===== src/rtl/pe_rd_arbiter.sv =====
`default_nettype none
// ============================================================================
//  Module      : pe_rd_arbiter
//  Description : Round-robin read-port arbiter that lets NUM_REQ PE controllers
//                share one single-port BRAM read port. One requester is granted
//                per cycle. A PE holding lock keeps the port for up to MAX_BURST
//                consecutive beats. Read data is broadcast to every PE, and a
//                one-hot rvalid marks the PE that owns it, RD_LAT cycles after
//                the grant.
//  Ports       : aclk/areset   - clock, synchronous active-high reset
//                req/lock      - per-PE request and burst-lock hint
//                req_addr      - flattened per-PE read addresses
//                gnt           - one-hot grant (combinational)
//                mem_en/addr   - BRAM read enable and address
//                mem_rdata     - BRAM read data (RD_LAT after mem_en)
//                rdata/rvalid  - broadcast data and one-hot return valid
//                busy          - a grant or a return is in flight
//  Revision    : 1.0 - initial release
// ============================================================================
module pe_rd_arbiter #(
    parameter int NUM_REQ    = 4,
    parameter int L_RAM_SIZE = 6,
    parameter int ADDR_W     = 2*L_RAM_SIZE+1,
    parameter int DATA_W     = 32,
    parameter int RD_LAT     = 1,
    parameter int MAX_BURST  = 4
) (
    input  logic                      aclk,
    input  logic                      areset,
    input  logic [NUM_REQ-1:0]        req,
    input  logic [NUM_REQ-1:0]        lock,
    input  logic [NUM_REQ*ADDR_W-1:0] req_addr,
    output logic [NUM_REQ-1:0]        gnt,
    output logic                      mem_en,
    output logic [ADDR_W-1:0]         mem_addr,
    input  logic [DATA_W-1:0]         mem_rdata,
    output logic [DATA_W-1:0]         rdata,
    output logic [NUM_REQ-1:0]        rvalid,
    output logic                      busy
);

    localparam int IDX_W = (NUM_REQ > 1) ? $clog2(NUM_REQ) : 1;
    localparam int CNT_W = $clog2(MAX_BURST+1);
    localparam logic [CNT_W-1:0] C_MAX_BURST = CNT_W'(MAX_BURST);
    localparam logic [IDX_W-1:0] C_LAST_RST  = IDX_W'(NUM_REQ-1);

    logic [IDX_W-1:0]   r_last;
    logic [IDX_W-1:0]   r_owner;
    logic               r_owner_vld;
    logic [CNT_W-1:0]   r_burst_cnt;
    logic [NUM_REQ-1:0] r_rv_pipe [RD_LAT];

    logic [IDX_W-1:0]   w_sel;
    logic [IDX_W-1:0]   w_idx;
    logic               w_found;
    logic               w_hold;
    logic               w_grant;
    logic               w_inflight;

    // Grant selection: keep the locked owner while its burst budget lasts,
    // otherwise scan round-robin starting just after the last winner.
    always_comb begin
        w_sel   = r_last;
        w_idx   = r_last;
        w_found = 1'b0;
        w_hold  = r_owner_vld && req[r_owner] && lock[r_owner] &&
                  (r_burst_cnt < C_MAX_BURST);
        if (w_hold) begin
            w_sel   = r_owner;
            w_found = 1'b1;
        end else begin
            for (int k = 1; k <= NUM_REQ; k++) begin
                w_idx = IDX_W'((int'(r_last) + k) % NUM_REQ);
                if (!w_found && req[w_idx]) begin
                    w_found = 1'b1;
                    w_sel   = w_idx;
                end
            end
        end
        w_grant = w_found && !areset;
    end

    assign gnt      = w_grant ? (NUM_REQ'(1) << w_sel) : '0;
    assign mem_en   = w_grant;
    assign mem_addr = w_grant ? req_addr[int'(w_sel)*ADDR_W +: ADDR_W] : '0;
    assign rdata    = mem_rdata;
    assign rvalid   = r_rv_pipe[RD_LAT-1];

    always_comb begin
        w_inflight = 1'b0;
        for (int k = 0; k < RD_LAT; k++) begin
            w_inflight = w_inflight | (|r_rv_pipe[k]);
        end
    end

    assign busy = !areset && (w_grant || w_inflight);

    // Round-robin pointer and burst bookkeeping. A grant to the current owner
    // extends its burst; once the budget is spent the count restarts at 1, so
    // a sole locked requester keeps the port with no idle cycle.
    always_ff @(posedge aclk) begin
        if (areset) begin
            r_last      <= C_LAST_RST;
            r_owner     <= '0;
            r_owner_vld <= 1'b0;
            r_burst_cnt <= '0;
        end else if (w_grant) begin
            r_last      <= w_sel;
            r_owner     <= w_sel;
            r_owner_vld <= lock[w_sel];
            if (r_owner_vld && (r_owner == w_sel) && (r_burst_cnt < C_MAX_BURST)) begin
                r_burst_cnt <= r_burst_cnt + CNT_W'(1);
            end else begin
                r_burst_cnt <= CNT_W'(1);
            end
        end else begin
            r_owner_vld <= 1'b0;
            r_burst_cnt <= '0;
        end
    end

    // Return-valid delay line matching the memory read latency; reset drops
    // any returns still in flight.
    always_ff @(posedge aclk) begin
        if (areset) begin
            for (int k = 0; k < RD_LAT; k++) begin
                r_rv_pipe[k] <= '0;
            end
        end else begin
            r_rv_pipe[0] <= gnt;
            for (int k = 1; k < RD_LAT; k++) begin
                r_rv_pipe[k] <= r_rv_pipe[k-1];
            end
        end
    end

endmodule
`default_nettype wire


===== config.mk =====
export PLATFORM = sky130hd
export DESIGN_NAME = pe_rd_arbiter
export DESIGN_NICKNAME = d
export VERILOG_FILES = /design/src/rtl/pe_rd_arbiter.sv
export SDC_FILE = /design/constraint.sdc
export NUM_CORES = 1
export LEC_CHECK = 0
export ABC_AREA = 0
export ABC_CLOCK_PERIOD_IN_PS = 1700
export BUFFER_PORTS_ARGS = -buffer_cell sky130_fd_sc_hd__buf_2
export CORE_UTILIZATION = 30
export DETAILED_ROUTE_END_ITERATION = 8
export PLACE_DENSITY = 0.73
export SLEW_MARGIN = 20
export SYNTH_ARGS = -nofsm -noshare
export SYNTH_HDL_FRONTEND = slang
export SYNTH_SLANG_ARGS = --single-unit
export TNS_END_PERCENT = 20

===== constraint.sdc =====
create_clock -name aclk -period 1.7 [get_ports aclk]
set_input_delay 0.085 -clock aclk [delete_from_list [all_inputs] [get_ports aclk]]
set_output_delay 0.085 -clock aclk [all_outputs]
set_load 0.02 [all_outputs]

After elaboration in Yosys (flattened, before gate mapping)
Memory sizes are Yosys's and may differ from the RTL's.
Cells that the tools add are included.
{"block": "totals", "memories": 1, "latch_bits": 0, "register_bits": 8, "ramBits": 4, "output_inout_bits": 55, "word_cells": 78, "inputBits": 94, "romBits": 0}
{"block": "op_classes", "addsub": 5, "bitwise": 2, "n_mul": 1, "n_mux": 35, "n_shift": 2, "div": 0, "order_cmp": 7, "n_eq_ne": 1, "n_reduce_logical": 19}
{"name": "r_rv_pipe", "words": 1, "word_bits": 4, "rd": 1, "rd_ports_with_merged_regs": 0, "wr": 1, "line_no": "51", "rtl": "logic [NUM_REQ-1:0] r_rv_pipe [RD_LAT];"}
{"operator": "$shiftx A52 B7 Y13", "n": 1}
{"operator": "$mux W1", "n": 20}
{"operator": "$lt A2 B3 Y1 const B", "n": 6}
{"operator": "$bmux W1 S2", "n": 7}
{"operator": "$mux W13", "n": 1}
{"operator": "$logic_and A1 B1 Y1", "n": 10}
{"operator": "$mux W2", "n": 5}
{"operator": "$mux W4", "n": 2}
{"operator": "$reduce_or A4 Y1", "n": 2}
{"operator": "$mul A2 B4 Y6 const B", "n": 1}
{"operator": "$add A2 B1 Y2 const B", "n": 2}
{"operator": "$add A2 B2 Y2 const B", "n": 2}
{"operator": "$logic_not A1 Y1", "n": 4}
{"operator": "$shl A1 B2 Y4 const A", "n": 1}
{"operator": "$add A3 B1 Y3 const B", "n": 1}
{"operator": "$lt A3 B3 Y1 const B", "n": 1}
{"operator": "$reduce_or A3 Y1", "n": 1}
{"operator": "$eq A2 B2 Y1", "n": 1}
{"operator": "$not A1 Y1", "n": 2}
{"operator": "$reduce_or A2 Y1", "n": 1}
{"operator": "$logic_or A1 B1 Y1", "n": 1}

Longest topological paths before layout
{"block": "logic_depth", "ltp_word": 23, "ltp_mapped": 8, "mapped_depth_nobuf": 6}

Worst setup path after synthesis
No wires, ideal clock.
{"block": "synth_timing", "path_type": "reg2out", "start": "reg r_owner[0]", "end": "out mem_addr[10]", "arrival_time_ps": 1980, "path_slack_ps": -365, "n_path_buf": 2, "path_stages_with_launch": 9, "required_ps": 1615, "path_cell_list": "dfxtp_1 > and3b_1 > o31a_1 > nand2_2 > mux2_4 > buf_6 > buf_12 > mux2i_1 > o22ai_1"}
{"block": "synth_between", "elab_chain_len": 9, "elab_cells_between_ends": 13, "cone_classes": "1 x mul; 1 x shift; 7 x mux; 4 x reduce/logical"}
{"element": "from (decl)", "line_no": "48", "rtl": "logic [IDX_W-1:0] r_owner;"}
{"element": "from (signal assigned)", "line_no": "109", "rtl": "r_owner <= w_sel;"}
{"element": "$bmux W1 S2", "line_no": "66", "rtl": "w_hold = r_owner_vld && req[r_owner] && lock[r_owner] &&"}
{"element": "$mux W1 (not written as such)", "line_no": "66"}
{"element": "$logic_and A1 B1 Y1 (3 in a row)", "line_no": "66"}
{"element": "$mux W2", "line_no": "68", "rtl": "if (w_hold) begin"}
{"element": "$mul A2 B4 Y6", "line_no": "85", "rtl": "assign mem_addr = w_grant ? req_addr[int'(w_sel)*ADDR_W +: ADDR_W] : '0;"}
{"element": "$shiftx A52 B7 Y13", "line_no": "85"}
{"element": "$mux W13 (*)", "line_no": "85"}
{"element": "to (decl)", "line_no": "35", "rtl": "output logic [ADDR_W-1:0] mem_addr,"}
Every way passes the cells marked *; elsewhere a longest branch is shown, timed or not. The select of a mux whose other input is x is not followed.

Worst setup path after layout
{"block": "layout_timing", "start": "reg r_owner[0]", "end": "out mem_addr[8]"}
Same word-level chain as after synthesis.

==> results.md <==
| Result | Reported | Unit |
|:---|:---|:---|
| Die Footprint | 4545 | um2 |
| Via count normalized by instance count | 4.940 | - |
| Max-cap viol count | 0 | - |
| Final Hold Vio Count | 0 | - |
| PD cells | 1031 | nW/um2 |
| Crit Path Category | reg -> out | - |
| GR Overflow Total | 0 | - |
| Net count after synthesis | 248 | - |
| Synthesis-to-layout area growth | 51.27 | % |
| Source-to-sink clock delay at the later pin of the worst-skew pair | 0.24 | ns |
| Data required time at the worst endpoint | 1.62 | ns |
| Max-slew violations | 0 | - |
| Run status | finished with violations | - |
| Share of the clock period used by the worst path | 130.8 | % |
| Core Footprint | 4058 | um2 |
| Root buffer selected by CTS | sky130_fd_sc_hd__clkbuf_8 | - |
| Cell internal pwr | 1.206 | mW |
| Post-synthesis adder-cell area fraction | 0.9747 | % |
| Number of distinct library cell variants in the gate-level netlist after synthesis | 35 | - |
| Clock power frac | 12.5 | % |
| Share of power burned in registers | 18.0 | % |
| Reg2reg setup slack | -0.15 | ns |
| Leading register cell type out of synthesis | sky130_fd_sc_hd__dfxtp_1 | - |
| Path category of the worst min-delay check | in -> reg | - |
| Final standard cell area without fillers | 1942 | um2 |
| Fraction of layout cells with a size suffix above 1 | 62.34 | % |
| Starting utilization of the core area | 31.64 | % |
| Ports | 149 | - |
| Final clock skew | 0.0003025 | ns |
| Initial antenna violation count | 0 | - |
| Hold Path Cell Cnt | 2 | - |
| Chip Height | 67.42 | um |
| Synthesized-area fraction occupied by ao, oa, aoi and oai cells | 14.42 | % |
| Clock period minus worst slack | 2.223 | ns |
| Die width | 67.42 | um |
| Wirelength, routed | 3.777 | mm |
| Core Rows | 23 | - |
| Via count | 1388 | - |
| Overall power after layout | 2.003 | mW |
| Number of buffers inserted by port buffering | 84 | - |
| CTS clk-pin slew, worst paths | 0.05 | ns |
| Number of remaining DRC errors | 0 | - |
| Net count reported at finish | 328 | - |
| Placement-stage cell area | 1809 | um2 |
| YS warnings | 0 | - |
| Final setup violating endpoints | 23 | - |
| Slew Limit Headroom | 65.51 | % |
| Cells after synthesis | 153 | - |
| Area share of and/or/nand/nor cells after synthesis | 16.76 | % |
| Combined global-route utilization of all metal layers | 17.95 | % |
| First-pass DRT Iterations | 4 | - |
| Drt initial violations | 43 | - |
| Post-synthesis instance area | 1284 | um2 |
| Dpl cells | 277 | - |
| Core occupancy in the finished layout | 47.86 | % |
| TritonCTS Buffers | 3 | - |
| Synth top area share | 22.61 | % |
| RSZ-0062 raised after global routing | yes | - |
| Post-synth EDFFs | 0 | - |
| Worst IR Drop VDD | 0.5140 | mV |
| Number of global-route vias before repair | 1377 | - |
| Signal arrival time at the worst endpoint | 2.14 | ns |
| Hpwl dp | 3.070 | mm |
| Sequential share of the synthesized area | 18.71 | % |
| Switching pwr | 0.7962 | mW |
| Largest family of logic cells by synthesized area | buffers and inverters | - |
| P_leak | 0.9817 | nW |
| Pin count of the biggest net entering global routing | 19 | - |
| Clock sink total | 12 | - |
| H-tree depth reported by CTS | 1 | - |
| TritonCTS clock tree | yes | - |
| Placer Congestion | 0.7774 | - |
| Switching Share | 39.76 | % |
| First-pass GRT wire length | 6.175 | mm |
| Longest Clk Path Bufs | 2 | - |
| Share of async-settable or async-resettable flops after synthesis | 0 | % |
| Relative contribution of combinational cells to total power | 69.4 | % |
| Violated checks | setup timing | - |
| Synth Register Bits | 12 | - |
| Setup slack after layout | -0.5232 | ns |
| Antenna Cells | 0 | - |
| Upper clock frequency limit | 0.4498 | GHz |
| Transition time at the pin with the least slew margin | 0.5155 | ns |
| Average cell area after synthesis | 8.390 | um2 |
| Non-Filler Instances | 281 | - |
| Fraction of synthesized area in multiplexers | 23.78 | % |
| Biggest fanout along the worst timing path | 18 | - |
| Area leader, netlist | sky130_fd_sc_hd__mux2i_1 | - |
| Post-DR wirelength/cell | 13.44 | um |
| Kind of end point of the critical path | output pin | - |
| Kind of start point of the critical path | flop | - |
| Xor and xnor area share after synthesis | 0.6823 | % |
| Number of nets with antenna violations after detailed routing | 0 | - |
| Top cells by area in the synthesized netlist | sky130_fd_sc_hd__mux2i_1 (23%), sky130_fd_sc_hd__dfxtp_1 (19%), sky130_fd_sc_hd__buf_4 (19%) | - |
| Number of cells on the worst reg-to-reg path | 10 | - |
power by group through the flow:
stage	Clock [mW]	Sequential [mW]	Combinational, mW
global placement	0	0.362	1.26
CTS	0.260	0.362	1.36
global route	0.277	0.368	1.49
detailed placement	0	0.366	1.27
floorplan	0	0.384	0.932
finish	0.251	0.361	1.39
cell usage after synthesis (all sizes together), types with 2 or more instances:
library cell / number
a21oi: 4
buf: 38
dfxtp: 12
mux2i: 29
nand2: 5
nand2b: 2
nand3: 4
nor2: 16
nor2b: 4
nor3: 4
nor4: 2
o21ai: 3
o22ai: 14
o31a: 2
kinds of logic after synthesis:
group,after synthesis
AND/OR/NAND/NOR,42
buffers and inverters,39
multiplexers,30
AO/OA/AOI/OAI,28
flip-flops,12
XOR/XNOR,1
adder cells (fa/ha/maj),1
layout by cell type (no fill, tap or decap), types with 2 or more instances in the layout:
master / n
sky130_fd_sc_hd__mux2i_1: 24
sky130_fd_sc_hd__nor2_1: 15
sky130_fd_sc_hd__mux2i_2: 5
sky130_fd_sc_hd__dfxtp_1: 11
sky130_fd_sc_hd__nand2b_1: 2
sky130_fd_sc_hd__o31a_1: 2
sky130_fd_sc_hd__o22ai_2: 13
sky130_fd_sc_hd__o21ai_1: 2
sky130_fd_sc_hd__clkbuf_8: 3
sky130_fd_sc_hd__nor3_1: 4
sky130_fd_sc_hd__nand3_1: 4
sky130_fd_sc_hd__buf_6: 8
sky130_fd_sc_hd__buf_12: 5
sky130_fd_sc_hd__nand2_2: 2
sky130_fd_sc_hd__nand2_1: 3
sky130_fd_sc_hd__buf_2: 75
sky130_fd_sc_hd__a21oi_1: 4
sky130_fd_sc_hd__buf_4: 25
sky130_fd_sc_hd__nor2b_1: 4
worst max-delay path, cell delays in order (launching register included):
cell and delay [ns]:
sky130_fd_sc_hd__dfxtp_4 0.36, sky130_fd_sc_hd__and3b_1 0.19, sky130_fd_sc_hd__o31a_1 0.26, sky130_fd_sc_hd__nand2_2 0.08
sky130_fd_sc_hd__mux2_4 0.34, sky130_fd_sc_hd__buf_12 0.17, sky130_fd_sc_hd__mux2i_2 0.22, sky130_fd_sc_hd__o22ai_2 0.10
sky130_fd_sc_hd__buf_4 0.16
flip-flops by register name (all words and copies together), names as in the netlist:
signal and count:
r_burst_cnt 3, r_last 2, r_owner 2, r_owner_vld 1, r_rv_pipe 4
final cells by class:
cell class,instances,area (um2)
Fill cell,376,2116
Tap cell,50,62.56
Timing Repair Buffer,113,753.2
Sequential cell,12,244.0
Inverter,1,6.256
Multi-Input combinational cell,102,834.6
Clock buffer,3,41.29
routing by layer:
layer / vias to the layer above / track usage [%] / wire length, um
met3: 13 / 5.574 / 240
met2: 44 / 32.50 / 1950
met1: 653 / 20.24 / 1509
met4: 0 / 4.255 / 77
met5: - / 0 / 0
li1: 678 / - / -
per-stage QoR:
| stage | hold WS, ns | worst slack [ns] | setup TNS, ns |
|---|---|---|---|
| 2_1_floorplan | 0.1500 | -0.2366 | -3.991 |
| 3_3_place_gp | 0.1701 | -0.2247 | -4.046 |
| 3_5_place_dp | 0.1701 | -0.2631 | -4.802 |
| 4_1_cts | 0.08512 | -0.5095 | -8.884 |
| 5_1_grt | 0.09486 | -0.6081 | -11.33 |
| 6_report | 0.08577 | -0.5232 | -8.739 |
final timing paths:
path	from	to
min reg2reg	r_burst_cnt[0]$_SDFF_PP0_	r_burst_cnt[0]$_SDFF_PP0_
max reg2reg	r_owner[0]$_SDFFE_PP0P_	r_rv_pipe[0][3]$_SDFF_PP0_
min	areset	r_owner[0]$_SDFFE_PP0P_
max	r_owner[0]$_SDFFE_PP0P_	mem_addr[8]
repair_timing:
| item | in CTS | in global routing |
|---|---|---|
| pin swaps | 1 | 0 |
| hold endpoints to repair | 0 | 0 |
| hold buffers | 0 | 0 |
| buffers inserted | 1 | 0 |
| resized for setup | 18 | 10 |
| endpoints found under the setup margin | 24 | 27 |
Note: power is estimated with default switching activity, not from simulation.
